`src/rtl/ifetch_stage_if.sv`:
```
// ifetch_stage_if: instruction-memory request/response bundle.
// master = fetch stage, slave = instruction memory.
interface ifetch_stage_if;
  logic [15:0] imem_address;
  logic        imem_read;
  logic        imem_resp;
  logic [15:0] imem_rdata;

  modport master (
    output imem_address,
    output imem_read,
    input  imem_resp,
    input  imem_rdata
  );

  modport slave (
    input  imem_address,
    input  imem_read,
    output imem_resp,
    output imem_rdata
  );
endinterface

```
`src/rtl/ifetch_stage.sv`:
```
// ifetch_stage: LC-3b fetch stage with PC, one-entry skid and branch hold/flush.
// Define IFETCH_BR_HOLD_EN to hold fetch after each control-flow instruction.
module ifetch_stage #(
  parameter logic [15:0] RESET_PC = 16'h0000
) (
  input  logic           clk,
  input  logic           reset,
  ifetch_stage_if.master imem,
  input  logic           stall,
  input  logic           br_resolve,
  input  logic           br_taken,
  input  logic [15:0]    br_target,
  output logic           id_valid,
  output logic [15:0]    id_ir,
  output logic [15:0]    id_pc,
  output logic [3:0]     id_opcode,
  output logic           id_imm_check,
  output logic           id_jsr_check,
  output logic           id_rshf_check
);

`ifdef IFETCH_BR_HOLD_EN
  localparam bit BR_HOLD = 1'b1;
`else
  localparam bit BR_HOLD = 1'b0;
`endif

  localparam logic [3:0] OP_BR   = 4'b0000;
  localparam logic [3:0] OP_JMP  = 4'b1100;
  localparam logic [3:0] OP_JSR  = 4'b0100;
  localparam logic [3:0] OP_TRAP = 4'b1111;

  typedef enum logic [1:0] {
    FETCH,
    HOLD,
    WAIT_BR,
    DROP
  } state_e;

  state_e      state_q, state_d;
  logic [15:0] pc_q, pc_d;
  logic [15:0] drop_addr_q, drop_addr_d;
  logic        id_valid_q, id_valid_d;
  logic [15:0] id_ir_q, id_ir_d;
  logic [15:0] id_pc_q, id_pc_d;
  logic        sk_valid_q, sk_valid_d;
  logic [15:0] sk_ir_q, sk_ir_d;
  logic [15:0] sk_pc_q, sk_pc_d;

  logic        rd;
  logic        cap;
  logic        slot_free;
  logic [15:0] pc_inc;
  logic [15:0] addr;

  function automatic logic is_cf(input logic [15:0] ir);
    logic [3:0] op;
    op = ir[15:12];
    is_cf = 1'b0;
    unique case (1'b1)
      (op == OP_BR),
      (op == OP_JMP),
      (op == OP_JSR),
      (op == OP_TRAP): is_cf = 1'b1;
      default:         is_cf = 1'b0;
    endcase
  endfunction

  // Reset forces the request low so a late response is never taken.
  assign rd        = ~reset & ((state_q == FETCH) | (state_q == DROP));
  assign addr      = (state_q == DROP) ? drop_addr_q : pc_q;
  assign cap       = rd & imem.imem_resp;
  assign slot_free = ~id_valid_q | ~stall;
  assign pc_inc    = pc_q + 16'd2;

  assign imem.imem_read    = rd;
  assign imem.imem_address = addr;

  always_comb begin
    state_d     = state_q;
    pc_d        = pc_q;
    drop_addr_d = drop_addr_q;
    id_valid_d  = id_valid_q;
    id_ir_d     = id_ir_q;
    id_pc_d     = id_pc_q;
    sk_valid_d  = sk_valid_q;
    sk_ir_d     = sk_ir_q;
    sk_pc_d     = sk_pc_q;

    if (id_valid_q & ~stall) id_valid_d = 1'b0;

    unique case (state_q)
      FETCH: begin
        if (cap) begin
          pc_d = pc_inc;
          if (slot_free) begin
            id_valid_d = 1'b1;
            id_ir_d    = imem.imem_rdata;
            id_pc_d    = pc_inc;
            if (BR_HOLD && is_cf(imem.imem_rdata)) state_d = WAIT_BR;
          end else begin
            sk_valid_d = 1'b1;
            sk_ir_d    = imem.imem_rdata;
            sk_pc_d    = pc_inc;
            state_d    = HOLD;
          end
        end
      end
      HOLD: begin
        if (~stall) begin
          id_valid_d = 1'b1;
          id_ir_d    = sk_ir_q;
          id_pc_d    = sk_pc_q;
          sk_valid_d = 1'b0;
          state_d    = (BR_HOLD && is_cf(sk_ir_q)) ? WAIT_BR : FETCH;
        end
      end
      WAIT_BR: begin
        if (br_resolve) begin
          if (br_taken) pc_d = br_target;
          state_d = FETCH;
        end
      end
      DROP: begin
        if (cap) state_d = FETCH;
      end
      default: state_d = FETCH;
    endcase

`ifndef IFETCH_BR_HOLD_EN
    // Taken redirect flushes both slots; an unanswered read must still drain.
    if (br_resolve & br_taken) begin
      id_valid_d = 1'b0;
      sk_valid_d = 1'b0;
      pc_d       = br_target;
      if (rd & ~imem.imem_resp) begin
        state_d     = DROP;
        drop_addr_d = addr;
      end else begin
        state_d = FETCH;
      end
    end
`endif
  end

  always_ff @(posedge clk) begin
    if (reset) begin
      state_q     <= FETCH;
      pc_q        <= RESET_PC;
      drop_addr_q <= 16'h0000;
      id_valid_q  <= 1'b0;
      id_ir_q     <= 16'h0000;
      id_pc_q     <= 16'h0000;
      sk_valid_q  <= 1'b0;
      sk_ir_q     <= 16'h0000;
      sk_pc_q     <= 16'h0000;
    end else begin
      state_q     <= state_d;
      pc_q        <= pc_d;
      drop_addr_q <= drop_addr_d;
      id_valid_q  <= id_valid_d;
      id_ir_q     <= id_ir_d;
      id_pc_q     <= id_pc_d;
      sk_valid_q  <= sk_valid_d;
      sk_ir_q     <= sk_ir_d;
      sk_pc_q     <= sk_pc_d;
    end
  end

  assign id_valid      = id_valid_q;
  assign id_ir         = id_ir_q;
  assign id_pc         = id_pc_q;
  assign id_opcode     = id_ir_q[15:12];
  assign id_imm_check  = id_ir_q[5];
  assign id_jsr_check  = id_ir_q[11];
  assign id_rshf_check = id_ir_q[4];

endmodule

```
`src/flat_wrapper.sv`:
```
// flat-port wrapper written by rule: the top's interface ports become plain ports
module ifetch_stage_flat 
#(
  parameter logic [15:0] RESET_PC = 16'h0000
)
  (clk, reset, stall, br_resolve, br_taken, br_target, id_valid, id_ir, id_pc, id_opcode, id_imm_check, id_jsr_check, id_rshf_check, imem_imem_address, imem_imem_read, imem_imem_resp, imem_imem_rdata);
  ifetch_stage_if imem_i ();
  input  logic clk;
  input  logic reset;
  input  logic stall;
  input  logic br_resolve;
  input  logic br_taken;
  input  logic [15:0] br_target;
  output logic id_valid;
  output logic [15:0] id_ir;
  output logic [15:0] id_pc;
  output logic [3:0] id_opcode;
  output logic id_imm_check;
  output logic id_jsr_check;
  output logic id_rshf_check;
  output wire logic [$bits(imem_i.imem_address)-1:0] imem_imem_address;
  output wire logic [$bits(imem_i.imem_read)-1:0] imem_imem_read;
  input wire logic [$bits(imem_i.imem_resp)-1:0] imem_imem_resp;
  input wire logic [$bits(imem_i.imem_rdata)-1:0] imem_imem_rdata;
  assign imem_imem_address = imem_i.imem_address;
  assign imem_imem_read = imem_i.imem_read;
  assign imem_i.imem_resp = imem_imem_resp;
  assign imem_i.imem_rdata = imem_imem_rdata;
  ifetch_stage #(.RESET_PC(RESET_PC)) u_core (.clk(clk), .reset(reset), .imem(imem_i), .stall(stall), .br_resolve(br_resolve), .br_taken(br_taken), .br_target(br_target), .id_valid(id_valid), .id_ir(id_ir), .id_pc(id_pc), .id_opcode(id_opcode), .id_imm_check(id_imm_check), .id_jsr_check(id_jsr_check), .id_rshf_check(id_rshf_check));
endmodule
```
`config.mk`:
```
export PLATFORM = sky130hd
export DESIGN_NAME = ifetch_stage_flat
export DESIGN_NICKNAME = d
export VERILOG_FILES = /design/src/rtl/ifetch_stage_if.sv /design/src/rtl/ifetch_stage.sv /design/src/flat_wrapper.sv
export SDC_FILE = /design/constraint.sdc
export NUM_CORES = 1
export LEC_CHECK = 0
export CAP_MARGIN = 25
export CORE_MARGIN = 10
export CORE_UTILIZATION = 46
export DETAILED_ROUTE_END_ITERATION = 10
export PLACE_DENSITY = 0.76
export SYNTH_ARGS = -nofsm -noshare
export SYNTH_HDL_FRONTEND = slang
export SYNTH_SLANG_ARGS = --single-unit
```
`constraint.sdc`:
```
create_clock -name clk -period 2 [get_ports clk]
set_input_delay 0.3 -clock clk [delete_from_list [all_inputs] [get_ports clk]]
set_output_delay 0.3 -clock clk [all_outputs]
set_load 0.1 [all_outputs]
```
# == Word level (Yosys, flattened, before mapping) ==
# Cells that the tools add are included.
# word_totals
reg_bits,99
in_bits,38
output_inout_bits,57
elab_cells,69
# classes
addsub,1
n_eq_ne,12
mux,27
bitwise,12
n_reduce_logical,9
# ops
op,count
$mux 16,11
$pmux 16 s2,3
$add 16x2->16 const B,1
$ne 3x2->1 const B,5
$mux 2,7
$pmux 2 s4,1
$reduce_and 4->1,2
$and 1x1->1,5
$not 1->1,5
$reduce_and 5->1,1
$eq 2x2->1 const B,2
$mux 1,4
$ne 2x1->1 const B,2
$ne 3x3->1 const B,1
$reduce_and 3->1,1
$reduce_bool 3->1,1
$eq 2x1->1 const B,1
$logic_not 2->1,1
$ne 2x2->1 const B,1
$or 1x1->1,2
$pmux 1 s2,1
$reduce_and 2->1,1
$reduce_bool 2->1,1
$reduce_or 2->1,1

# == Depth between registers and ports, before layout ==
# Gate-level depths: netlist of run 1.
# logic_depth
word_depth,7
mapped_depth,9

# == Worst setup path before layout of run 1 ==
# No wires, ideal clock.
# synth_timing
path_type,flip-flop to flip-flop
from,reg u_core.state_q[0]
to,reg u_core.drop_addr_q[5]
setup_ns,0.075
arrival_time_ns,3.476
required_ns,1.925
path_slack_ns,-1.552
stages_incl_launch_ff,7
period_less_slack_ns,3.552
cell_sequence,dfxtp_1 ha_1 clkbuf_1 buf_1 o21ai_0 mux2i_1 nor2_1
# synth_rtl
item,line_no,text
"start, declared",ifetch_stage.sv:40,"state_e state_q, state_d;"
"start signal, assigned",ifetch_stage.sv:158,state_q <= state_d;
$eq 2x2->1,ifetch_stage.sv:71,assign addr = (state_q == DROP) ? drop_addr_q : pc_q;
$mux 16,ifetch_stage.sv:71,
net imem_imem_address[5],flat_wrapper.sv:21,output wire logic [$bits(imem_i.imem_address)-1:0] imem_imem_address;
"end signal, assigned",ifetch_stage.sv:160,drop_addr_q <= drop_addr_d;
"end, declared",ifetch_stage.sv:42,"logic [15:0] drop_addr_q, drop_addr_d;"
# The timed path passes the listed nets, and every way through them passes these cells.
# A chain may end at the register's enable or synchronous reset.

# == Final worst setup path of run 1 ==
# layout_timing
from,reg u_core.state_q[0]
to,out imem_imem_address[11]
# layout_via
elab_chain_cells,2
# layout_lines
item,line_no
$eq 2x2->1,ifetch_stage.sv:71
$mux 16,ifetch_stage.sv:71
"end, declared",flat_wrapper.sv:21
# Every way passes these cells.

==> results of run 1 <==
## state kept, by name, indices dropped and copies added (netlist names)
register,cells
u_core.drop_addr_q,16
u_core.id_ir,16
u_core.id_pc,16
u_core.pc_q,16
u_core.sk_ir_q,16
u_core.sk_pc_q,16
u_core.state_q,2
u_core.id_valid,1
## per-stage QoR
| step | setup slack (ns) | util [%] | total power, uW |
|---|---|---|---|
| after floorplan | -0.118 | - | 3850 |
| after global placement | -0.159 | 61.1 | 4400 |
| after detailed placement | -0.262 | 61.1 | 4430 |
| after CTS | -0.0389 | 64.0 | 5790 |
| after global routing | -0.0789 | 67.0 | 6190 |
| final | -0.0293 | 67.0 | 5980 |
## worst max-delay path: stages, from the launching register on
cell and delay (ns):
dfxtp_2 0.36, buf_6 0.10, ha_4 0.21, clkbuf_16 0.18
mux2_4 0.32, buf_12 0.17
## how the worst max path moves through the flow
stage | endpoint | cells after the start | slack, ns | from
4_1_cts | imem_imem_address[4] | 5 | -0.04 | u_core.state_q[0]
6_report | imem_imem_address[11] | 5 | -0.03 | u_core.state_q[0]
2_1_floorplan | u_core.drop_addr_q[8] | 6 | -0.12 | u_core.state_q[0]
5_1_grt | imem_imem_address[9] | 5 | -0.08 | u_core.state_q[0]
3_3_place_gp | u_core.id_ir[14] | 7 | -0.16 | imem_imem_resp
3_5_place_dp | u_core.id_ir[8] | 7 | -0.26 | imem_imem_resp
## layout by cell type, fill, tap and decap left out, types with 6 or more instances in the layout
cell type        Yosys  final
xor2_1              10     10
o21ai_0             11      9
nor2_1              79     74
mux2i_1             35     35
a21oi_1             36     33
a211oi_2             1      9
o211ai_1             9      9
buf_12               0     25
clkbuf_8             0      9
nand2_1             75     72
nand2b_1             7      7
buf_4                7     73
nor3_1               9      8
dfxtp_1             99     96
a211oi_1            41     33
mux2_4               0     14
xnor2_1             15     14
clkdlybuf4s50_1      0     36
inv_1                8      6
## timing repair
item / in CTS / in global routing
pin swaps: 2 / 20
hold buffers: 0 / 0
setup buffers: 1 / 7
cloned: 1 / 4
endpoints found under the setup margin: 49 / 69
gates resized for setup: 13 / 34
## logic make-up after synthesis
kind of cell	after synthesis	synth area share, %
buf+inv	55	5.33
simple gates	198	19.3
flops	99	42.8
compound gates	106	14.9
xor+xnor	25	4.73
fa+ha+maj	6	1.62
mux	50	11.2
## per-layer routing
metal,global-route usage [%],up-vias,part of all wire (%)
li1,-,2058,-
met1,21.8,2032,46
met2,27.1,132,48
met3,3.91,14,5.7
met4,5.96,0,1.2
met5,0,-,0
## area by class of cell
cell class | instances | area share, %
clock buffers | 10 | 1.95
clock inverters | 6 | 1.20
inverters | 8 | 0.458
multi-input cells | 385 | 39.9
flip-flops and latches | 99 | 30.3
well taps | 133 | 2.54
repair buffers | 142 | 23.7
## power by group
part / leakage (uW) / total (uW) / switching (uW) / internal [uW]
clock: 0.000105 / 1380 / 771 / 606
combinational: 0.00151 / 2390 / 1630 / 765
sequential: 0.000807 / 2210 / 109 / 2100
==> results.py, run 1 <==
metrics = {
    "status": {
        "status": "complete, but fails checks",
        "violations": "negative setup slack",
    },
    "hold_path": {
        "min_path_cells": 2,
        "hold_class": "flip-flop to flip-flop",
        "min_to": "u_core.sk_pc_q[9]",
        "min_from": "u_core.sk_pc_q[9]",
    },
    "critical_path": {
        "cp_max_fo": 5,
        "reg2reg_slack_ns": 0.01,
        "r2r_cells": 9,
        "start_kind": "flip-flop",
        "cp.arrival_ns": 1.73,
        "critPathRequiredTime_ns": 1.70,
        "r2r_end": "u_core.id_pc[14]",
        "endpoint_kind": "output port",
        "path_class": "flip-flop to output port",
        "worstReg2RegStart": "u_core.state_q[1]",
    },
    "final_layout": {
        "multi_input_area_mm2": 0.00261,
        "fin_area_mm2": 0.00655,
        "fin_cells": 783,
        "fillCellCount": 756,
        "nets": 689,
        "area_growth_pct": 41.6,
        "antenna_cells": 0,
        "regArea_mm2": 0.00199,
        "drive_above_1_share_pct": 28.0,
    },
    "timing": {
        "whs_ns": 0.456,
        "hold_violations": 0,
        "finalMaxSlewViolations": 0,
        "setup_violations": 9,
        "worst_pin_slew_ns": 0.726,
        "finalCriticalPeriod_ns": 2.03,
        "slew-limit-headroom_pct": 51.6,
        "fin_crit_sh_pct": 101,
        "rsz0062_at_grt": "yes",
        "clock_skew_ns": 0.0185,
        "worst_slack_ns": -0.0293,
        "finalSetupTns_ns": -0.141,
        "fmax_mhz": 493,
    },
    "clock_network": {
        "clkTransAtPathRegs_ns": 0.10,
        "cts_buffers": 9,
        "cts_tree": "done",
        "htreeDepth": 3,
        "clk_latency_ns": 0.39,
        "cts_sinks": 99,
        "root_buffer": "clkbuf_8",
        "clockBufferDepth": 2,
    },
    "placed_design": {
        "dp_hpwl_mm": 8.98,
        "place_congestion": 0.905,
        "port_buffers": 94,
        "dpl_cell_area_mm2": 0.00598,
        "place_inst": 754,
    },
    "routing": {
        "drtIter0Drc": 363,
        "ant_nets": 0,
        "wl_per_cell_um": 16.8,
        "drt_pass1_iterations": 5,
        "routed_wl_mm": 13.1,
        "vias": 4236,
        "routed_via_density": 5.41,
        "route.detailed.drc": 0,
    },
    "synthesis": {
        "syn_inst": 539,
        "ys.flop_type": "dfxtp_1",
        "synth_top_area_share_pct": 42.8,
        "synth-seq-area-share_pct": 42.8,
        "netlist_top_cells_area": "dfxtp_1 (43%), mux2i_1 (7.6%), a211oi_1 (6.7%)",
        "synth_area_leader_cell": "dfxtp_1",
        "ys_ff_latch": 99,
        "async_flop_share_pct": 0,
        "yosys_warnings": 0,
        "yosysUniqueCellTypes": 46,
        "syn_nets": 583,
        "syn_area_mm2": 0.00463,
        "synthMostInstantiatedCell": "dfxtp_1",
        "synth_edf_count": 0,
        "synth_top_cells_by_count": "dfxtp_1 (99), nor2_1 (79), nand2_1 (75), a211oi_1 (41), a21oi_1 (36)",
        "synth.avg_cell_area_um2": 8.58,
    },
    "grt": {
        "grt_pass1_wl_mm": 20.2,
        "grt_usage_pct": 16.9,
        "antenna_found_initial": 0,
        "grt_pass1_vias": 3989,
        "grt.overflow.total": 0,
        "grt_max_degree": 66,
    },
    "die": {
        "core_region_area_mm2": 0.00977,
        "initial_core_util_pct": 47.3,
        "die_w_um": 120,
        "die_area_mm2": 0.0145,
        "die_y_um": 120,
        "rows": 36,
        "ios": 95,
    },
    "pwr": {
        "p_leak_uw": 0.00242,
        "ir_drop_v": 0.000511,
        "power_density_mw_per_mm2": 913,
    },
    "run": {
        "maxCapViolations": 0,
    },
}
No activity file was read; power rests on OpenSTA's default activity.
==> run 2: changes to the inputs <==
--- a/config.mk
+++ b/config.mk
@@ -7,7 +7,6 @@
 export LEC_CHECK = 0
-export CAP_MARGIN = 25
 export CORE_MARGIN = 10
-export CORE_UTILIZATION = 46
+export CORE_UTILIZATION = 55
 export DETAILED_ROUTE_END_ITERATION = 10
-export PLACE_DENSITY = 0.76
+export PLACE_DENSITY = 0.85
 export SYNTH_ARGS = -nofsm -noshare
==> constraint.sdc (replaced) <==
create_clock -name clk -period 2.35 [get_ports clk]
set_input_delay 0.3525 -clock clk [delete_from_list [all_inputs] [get_ports clk]]
set_output_delay 0.3525 -clock clk [all_outputs]
set_load 0.01 [all_outputs]
==> run 2 against run 1 <==
Register-to-register slack improved by 0.11 ns. Sequential share of layout area is 3.5 points higher. The flow now finishes without violations. First-iteration DRC count is 25% lower. Largest power group is now registers. Via count fell by 4.0%. Core utilization increased by 4.5 points. Design area decreased by 10%. Non-clock buffer count is 30 lower. Critical endpoint is now imem_imem_address[8].
==> results.py, run 2 (synthesis results as in run 1) <==
metrics = {
    "status": {
        "status": "completed",
    },
    "pwr": {
        "pwr-share-clk_pct": 27.4,
        "p_int_uw": 2680,
        "power_density_mw_per_mm2": 666,
        "combPwrFrac_pct": 24.5,
        "ir_drop_v": 0.000464,
        "seqPwrFrac_pct": 48.1,
        "power_uw": 3910,
        "p_leak_uw": 0.00218,
        "switching_share_pct": 31.4,
        "switchingPower_uw": 1230,
    },
    "critical_path": {
        "start_kind": "flip-flop",
        "cp_num_buf_inv": 2,
        "crit_path_max_incr_delay_ns": 0.59,
        "endpoint_kind": "output port",
        "critPathTopFamily": "buffers and inverters",
        "cp.arrival_ns": 1.89,
        "path_cells": "ha_2 -> buf_6 -> nand2_1 -> o21ai_1 -> clkdlybuf4s50_1",
        "cp_max_fo": 13,
        "critPathRequiredTime_ns": 2.00,
        "slowest_stage": "clkdlybuf4s50_1",
        "path_class": "flip-flop to output port",
    },
    "final_layout": {
        "final_common_cell": "dfxtp_1",
        "layout_common_cells": "dfxtp_1 (97), nor2_1 (78), clkdlybuf4s50_1 (78)",
        "area_growth_pct": 27.0,
        "fillCellCount": 629,
        "fin_area_mm2": 0.00588,
        "antenna_cells": 0,
        "drive_above_1_share_pct": 10.6,
        "nets": 659,
    },
    "clock_network": {
        "cts_buffers": 9,
        "clk_latency_ns": 0.38,
        "clockBufferDepth": 2,
        "post_cts_buffers": 0,
        "clkTransAtPathRegs_ns": 0.10,
        "htreeDepth": 3,
        "hold_buffers": 0,
        "cts_sinks": 99,
        "root_buffer": "clkbuf_8",
        "cts_tree": "done",
    },
    "die": {
        "die_y_um": 112,
        "die_w_um": 112,
        "rows": 33,
        "initial_core_util_pct": 56.3,
        "ios": 95,
        "die_area_mm2": 0.0125,
        "core_region_area_mm2": 0.00822,
    },
    "grt": {
        "grt_usage_pct": 18.6,
        "grt_max_degree": 56,
        "grt.overflow.total": 0,
        "grt_pass1_wl_mm": 19.8,
        "antenna_found_initial": 0,
        "grt_pass1_vias": 4034,
    },
    "routing": {
        "routed_wl_mm": 12.2,
        "route.detailed.drc": 0,
        "drtIter0Drc": 274,
        "ant_nets": 0,
        "vias": 4067,
        "wl_per_cell_um": 16.8,
        "routed_via_density": 5.61,
        "drt_pass1_iterations": 5,
    },
    "timing": {
        "clock_skew_ns": 0.0117,
        "whs_ns": 0.314,
        "rsz0062_at_grt": "no",
        "slew-limit-headroom_pct": 61.2,
        "setup_violations": 0,
        "worst_pin_slew_ns": 0.582,
        "finalSetupTns_ns": 0,
        "finalMaxSlewViolations": 0,
        "finalCriticalPeriod_ns": 2.25,
        "fin_crit_sh_pct": 95.5,
        "hold_violations": 0,
        "fmax_mhz": 445,
    },
    "run": {
        "maxCapViolations": 0,
    },
    "placed_design": {
        "dp_hpwl_mm": 8.62,
        "dpl_cell_area_mm2": 0.00563,
        "port_buffers": 94,
        "place_congestion": 0.897,
    },
    "hold_path": {
        "hold_class": "input port to flip-flop",
    },
}
-- run 2: cell types whose count changed in the layout (fill, tap and decap cells not counted), moves of 11 or more --
| cell | change |
|---|---|
| buf_12 | -24 |
| clkdlybuf4s50_1 | +42 |
| mux2_4 | -14 |
| mux2_2 | +14 |
| dlymetal6s2s_1 | +11 |
| buf_4 | -58 |
-- run 2: area by class of cell --
| type | count | area (um^2) | area share (%) |
|---|---|---|---|
| tap | 105 | 131 | 2.24 |
| clock inverter | 7 | 67.6 | 1.15 |
| clock buffer | 9 | 124 | 2.11 |
| timing repair buffer | 112 | 1130 | 19.2 |
| multi-input combinational | 385 | 2410 | 41.0 |
| inverter | 8 | 30.0 | 0.511 |
| sequential | 99 | 1980 | 33.8 |
-- run 2: final timing paths --
kind,startpoint,end,slack (ns),cells past startpoint
max,u_core.state_q[1],imem_imem_address[8],0.10,5
min reg2reg,u_core.id_pc[7],u_core.id_pc[7],0.46,2
min,reset,u_core.drop_addr_q[6],0.31,2
max reg2reg,u_core.state_q[0],u_core.id_ir[14],0.12,8
-- run 2: metrics by stage --
| step | std cells | setup slack, ns | util [%] |
|---|---|---|---|
| after floorplan | 539 | 0.242 | - |
| after global placement | 708 | 0.155 | 68.5 |
| after detailed placement | 708 | 0.0298 | 68.5 |
| after CTS | 724 | 0.00410 | 70.9 |
| after global routing | 725 | 0.00488 | 71.5 |
| final | 725 | 0.105 | 71.5 |
-- run 2: worst reg2reg max path, cell delays in order (launching register included) --
cell and delay [ns]:
dfxtp_2 0.36, inv_1 0.09, ha_1 0.37, or3b_1 0.43, a22oi_2 0.16, o21a_2 0.24
buf_12 0.19, nor2_1 0.06, a211oi_1 0.24
-- run 2: repair_timing --
| action | CTS | global route |
|---|---|---|
| setup endpoints to repair | 12 | 30 |
| resized for setup | 7 | 15 |
| gates cloned | 0 | 1 |
| pin swaps | 0 | 0 |
-- run 2: metal layers --
| metal | vias up | GRT usage (%) | share of wire, % |
|---|---|---|---|
| met5 | - | 0 | 0 |
| met4 | 0 | 5.14 | 1.0 |
| met3 | 11 | 5.10 | 7.1 |
| met2 | 131 | 31.2 | 48 |
| met1 | 1925 | 22.9 | 43 |
| li1 | 2000 | - | - |
-- run 2: power groups by stage --
stage | Combinational, uW | Clock (uW) | Sequential (uW)
floorplan | 489 | 0 | 1930
detailed placement | 938 | 0 | 1920
global placement | 907 | 0 | 1910
finish | 959 | 1070 | 1880
global route | 1040 | 1140 | 1900
CTS | 938 | 1080 | 1880
